[config.mk]
export PLATFORM = sky130hd
export DESIGN_NAME = booth_mult_seq
export DESIGN_NICKNAME = d
export VERILOG_FILES = /design/src/rtl/booth_mult_seq.sv
export SDC_FILE = /design/constraint.sdc
export NUM_CORES = 1
export LEC_CHECK = 0
export ABC_AREA = 0
export BUFFER_PORTS_ARGS = -buffer_cell sky130_fd_sc_hd__buf_2
export CORE_ASPECT_RATIO = 0.7
export CORE_MARGIN = 2
export CORE_UTILIZATION = 56
export DETAILED_ROUTE_END_ITERATION = 12
export PLACE_DENSITY = 0.8
export SYNTH_ARGS = -nofsm -noshare
export SYNTH_HDL_FRONTEND = slang
export SYNTH_SLANG_ARGS = --single-unit
[constraint.sdc]
create_clock -name clock -period 6.2 [get_ports clock]
set_input_delay 0.93 -clock clock [delete_from_list [all_inputs] [get_ports clock]]
set_output_delay 0.93 -clock clock [all_outputs]
set_load 0.005 [all_outputs]
[src/rtl/booth_mult_seq.sv]
// booth_mult_seq: sequential radix-4 Booth multiplier, one partial product per clock.
module booth_mult_seq #(
  parameter int WIDTH_A = 32,
  parameter int WIDTH_B = 16
) (
  input  logic               clock,
  input  logic               ctrl_RESETn,
  input  logic               ctrl_MULT,
  input  logic               ctrl_SIGNED,
  input  logic [WIDTH_A-1:0] data_operandA,
  input  logic [WIDTH_B-1:0] data_operandB,
  output logic [WIDTH_A-1:0] data_result,
  output logic               data_exception,
  output logic               data_inputRDY,
  output logic               data_resultRDY
);
  localparam int N     = WIDTH_B / 2 + 1;
  localparam int ACC_W = WIDTH_A + WIDTH_B + 2;
  localparam int BX_W  = WIDTH_B + 3;
  localparam int CW    = $clog2(N + 1);
  typedef enum logic [1:0] {IDLE, RUN, DONE} state_t;
  state_t            state, state_nxt;
  logic [ACC_W-1:0]  acc, acc_nxt, a_sh, pp;
  logic [BX_W-1:0]   bx;
  logic [CW-1:0]     cnt;
  logic              sgn, start, last, exc_nxt;
  logic [2:0]        d;
  logic [WIDTH_B:0]  top;
  assign data_inputRDY  = state != RUN;
  assign data_resultRDY = state == DONE;
  assign start = ctrl_MULT & data_inputRDY;
  assign last  = state == RUN && cnt == CW'(N - 1);
  always_ff @(posedge clock) begin
    if (!ctrl_RESETn) state <= IDLE;
    else              state <= state_nxt;
  end
  always_comb begin
    state_nxt = state;
    if (state == RUN) state_nxt = last ? DONE : RUN;
    else if (start)   state_nxt = RUN;
  end
  // bx holds B with a trailing 0 (bit -1) and two extension bits; bx[2:0] is the current digit window
  always_comb begin
    d       = bx[2:0];
    pp      = (d == 3'b011) ? a_sh << 1 :
              (d == 3'b100) ? -(a_sh << 1) :
              (d == 3'b001 || d == 3'b010) ? a_sh :
              (d == 3'b101 || d == 3'b110) ? -a_sh : '0;
    acc_nxt = acc + pp;
    top     = acc_nxt[WIDTH_A+WIDTH_B-1:WIDTH_A-1];
    exc_nxt = sgn ? !(&top || ~|top) : |top[WIDTH_B:1];
  end
  always_ff @(posedge clock) begin
    if (!ctrl_RESETn) begin
      acc            <= '0;
      a_sh           <= '0;
      bx             <= '0;
      cnt            <= '0;
      sgn            <= 1'b0;
      data_result    <= '0;
      data_exception <= 1'b0;
    end else if (start) begin
      acc  <= '0;
      cnt  <= '0;
      sgn  <= ctrl_SIGNED;
      a_sh <= {{(ACC_W-WIDTH_A){ctrl_SIGNED & data_operandA[WIDTH_A-1]}}, data_operandA};
      bx   <= {{2{ctrl_SIGNED & data_operandB[WIDTH_B-1]}}, data_operandB, 1'b0};
    end else if (state == RUN) begin
      acc  <= acc_nxt;
      cnt  <= cnt + 1'b1;
      a_sh <= a_sh << 2;
      bx   <= {{2{bx[BX_W-1]}}, bx[BX_W-1:2]};
      if (last) begin
        data_result    <= acc_nxt[WIDTH_A-1:0];
        data_exception <= exc_nxt;
      end
    end
  end
endmodule

==> impl_metrics.csv <==
group,metric,value,unit
sta,slew_viol_final,0,
finish,syn_to_final_growth,13.8,%
worst_setup_path,reg2regPathDepth,24,
die,core_area,21600,µm²
worst_setup_path,cp_data_arrival_time,6350,ps
clock_tree,cts_tree,"yes",
finish,nets,1851,
die,fp.dieW,181,µm
pwr,leakagePower,0.00602,µW
yosys,synth_top_family_by_area,"compound AO/OA/AOI/OAI gates",
yosys,synth-simple-area-share,23.1,%
yosys,synthAdderAreaFrac,7.39,%
sta,relSlewSlack,26.4,%
pwr,ir_drop,0.213,mV
run,max_cap_violations,0,
sta,fin_skew,11.1,ps
pwr,combPwrFrac,28.8,%
pwr,sw_frac_of_total,35.1,%
finish,instances_no_fill,2038,
placement,dp_hpwl,28500,µm
pwr,p_seq_share,35.3,%
yosys,syn_area_per_cell,7.17,µm²
yosys,synth_cell_types,72,
clock_tree,clk_pin_slew,70,ps
worst_setup_path,crit_type,"reg -> reg",
clock_tree,h-tree-depth,4,
grt,grt_pass1_wl,63400,µm
yosys,yosysWarningCount,0,
worst_setup_path,cp.required,6550,ps
finish,seq_area,3110,µm²
clock_tree,insertion_delay,460,ps
sta,fin_crit,6000,ps
sta,rsz0062_at_grt,"true",
routing,antenna_left,0,
clock_tree,cts_hold_buf,0,
clock_tree,cts-root-buf,"clkbuf_16",
die,dieArea,23100,µm²
worst_setup_path,worstReg2RegStart,"a_sh[6]$_SDFFE_PN0P_",
pwr,p_int,2040,µW
sta,tightest_slew,1100,ps
grt,grt_pass1_vias,11840,
clock_tree,ctsLongestPathBuffers,2,
finish,multi_input_area,8690,µm²
finish,layout-drive-gt1-share,14.6,%
outcome,outcome,"finished clean",
worst_setup_path,r2r_end,"data_exception$_SDFFE_PN0P_",
pwr,clkPwrFrac,35.9,%
yosys,async_flop_share,0,%
clock_tree,cts_made_buffers,17,
min_path,hold_path_depth,2,
yosys,yosysTopAreaCellShare,25.4,%
min_path,hp-class,"reg -> reg",
worst_setup_path,start_kind,"flip-flop",
clock_tree,cts.sinks,155,
grt,grt.total_usage,34.2,%
yosys,yosys.area.top_type,"dfxtp_1",
yosys,yosysSeqAreaShare,25.4,%
pwr,p_switching,1110,µW
yosys,synth_compound_area_share,29.0,%
routing,first_iter_violations,1920,
die,ioPinCount,87,
placement,port_buffers,86,
yosys,syn_area,12200,µm²
yosys,yosys_most_used_dff,"dfxtp_1",
routing,drc,0,
sta,hold_viol_final,0,
die,rows,45,
yosys,synth_mux_area_share,4.28,%
sta,fin_hold_ws,461,ps
yosys,synth-xor-area-share,5.44,%
grt,antenna_found_initial,0,
placement,gp_congestion,1.02,
sta,min_period_over_period,96.8,%
worst_setup_path,path_max_fanout,3,
yosys,synthCells,1706,
routing,vias,13321,
routing,via_per_inst,6.54,
yosys,synth_seq_cells,155,
worst_setup_path,cp-end-kind,"flip-flop",
sta,fmaxAchievable,167,MHz
routing,wire_per_inst,19.5,µm
grt,grt_max_degree,112,
grt,grt_overflow,0,
yosys,synthTopCellsByArea,"dfxtp_1 (25%), nand2_1 (9.2%), a21oi_1 (7.0%)",
min_path,min_to,"data_result[0]$_SDFFE_PN0P_",
routing,dr.pass1.iters,6,
yosys,synth.net_count,1812,
die,die_h,128,µm
finish,antenna_cells,0,
die,start_util,56.7,%
placement,placed_cells,2004,
min_path,hold_start,"data_result[0]$_SDFFE_PN0P_",
finish,nFillCells,1919,
yosys,synth_edf_count,0,
sta,setup_viol,0,
worst_setup_path,reg2reg_slack,200,ps
pwr,power_density,226,nW/µm²
routing,drt-total-wl,39800,µm
==> registers in the layout (all words and copies together) (netlist names) <==
name / cells
data_exception: 1
state: 2
cnt: 4
sgn: 1
data_result: 32
a_sh: 48
acc: 48
bx: 19
==> cell usage after synthesis (12+ instances only) <==
| library cell | count |
|---|---|
| nand2_1 | 299 |
| a21oi_1 | 172 |
| dfxtp_1 | 155 |
| clkbuf_1 | 137 |
| o21ai_0 | 135 |
| nor2_1 | 122 |
| ha_1 | 53 |
| mux2i_1 | 50 |
| o211a_1 | 48 |
| xnor2_1 | 43 |
| nand3_1 | 41 |
| nor3_1 | 35 |
| xor2_1 | 33 |
| a21boi_0 | 30 |
| a221oi_1 | 25 |
| a21o_1 | 23 |
| maj3_1 | 22 |
| inv_1 | 19 |
| o22ai_1 | 17 |
| nand2b_1 | 16 |
| nor4_1 | 15 |
| or3_1 | 15 |
| a211oi_1 | 13 |
| a31oi_1 | 13 |
| nand4_1 | 13 |
| or4_1 | 13 |
| buf_1 | 12 |
| nor2b_1 | 12 |
==> power groups by stage <==
| stage | Combinational (µW) | Sequential [µW] | Clock, µW |
|---|---|---|---|
| 6_report | 906 | 1110 | 1130 |
| 5_1_grt | 978 | 1120 | 1180 |
| 4_1_cts | 854 | 1110 | 1130 |
| 3_5_place_dp | 845 | 1130 | 0 |
| 3_3_place_gp | 826 | 1130 | 0 |
| 2_1_floorplan | 624 | 1090 | 0 |
==> routing by layer <==
metal / vias to the layer above / part of all wire [%] / GRT usage, %
met4: 0 / 2.5 / 11.0
li1: 6217 / - / -
met2: 763 / 40 / 48.7
met1: 6239 / 45 / 49.6
met3: 102 / 12 / 9.64
met5: - / 0 / 0
==> critical path: stages, from the launching register on <==
cell	delay [ps]
dfxtp_2	320
or4_4	580
nor4_4	270
nand3_1	170
or4_4	540
nor2_4	130
nand2_2	70
or4_4	430
nor4_4	270
o21ai_1	110
a21oi_1	170
nand2b_1	140
a21oi_2	80
ha_1	330
a21o_1	190
a21oi_2	150
nand2_1	80
or4_4	530
o21ai_4	170
o21ai_2	80
xnor2_1	140
or4_1	420
nor4b_2	260
and4b_1	220
nor3_1	40
==> cell type report <==
cell class | count | area share [%]
Clock buffer | 19 | 3.26
Clock inverter | 11 | 1.13
Inverter | 20 | 0.558
Multi-Input combinational cell | 1379 | 62.4
Sequential cell | 155 | 22.4
Tap cell | 282 | 2.54
Timing Repair Buffer | 172 | 7.73
==> cells in the final DEF (no fill, tap or decap), types with 40 or more instances in the layout <==
cell       n
o21ai_0  131
a21oi_1  169
nor2_1   119
xnor2_1   42
ha_1      51
nand3_1   40
nand2_1  298
mux2i_1   50
buf_4     86
buf_2     86
o211a_1   48
dfxtp_1  151
==> stage by stage <==
stage	instance area, µm²	setup slack [ps]	setup TNS, ps	total power [µW]	util, %
after CTS	13700	20.0	0	3100	63.5
after detailed placement	13100	50.3	0	1970	60.7
after global routing	13900	-7.04	-7.04	3270	64.5
after global placement	13100	198	0	1950	60.7
final	13900	199	0	3150	64.5
after floorplan	12200	61.6	0	1720	-
==> worst max path at each step <==
stage                     startpoint                     endpoint  slack (ps)  cells past startpoint
2_1_floorplan   a_sh[3]$_SDFFE_PN0P_  data_exception$_SDFFE_PN0P_          60                     26
3_5_place_dp   a_sh[22]$_SDFFE_PN0P_  data_exception$_SDFFE_PN0P_          50                     22
3_3_place_gp    a_sh[7]$_SDFFE_PN0P_  data_exception$_SDFFE_PN0P_         200                     24
5_1_grt         a_sh[6]$_SDFFE_PN0P_  data_exception$_SDFFE_PN0P_          -7                     24
4_1_cts         a_sh[7]$_SDFFE_PN0P_  data_exception$_SDFFE_PN0P_          20                     23
6_report        a_sh[6]$_SDFFE_PN0P_  data_exception$_SDFFE_PN0P_         200                     24
==> kinds of logic (layout without fill, tap and decap cells) <==
kind of cell	after synthesis	count (layout)
AO/OA/AOI/OAI	551	551
XOR/XNOR	76	76
adder cells (fa/ha/maj)	76	76
buffers and inverters	172	222
flip-flops	155	155
multiplexers	52	52
AND/OR/NAND/NOR	624	624
==> what timing repair did <==
item                                    CTS  global route
resized for setup                         0            43
endpoints found under the setup margin    0             2
endpoints found under the hold margin     0             0
setup buffers                             0             4
Note: power is estimated with default switching activity, not from simulation.
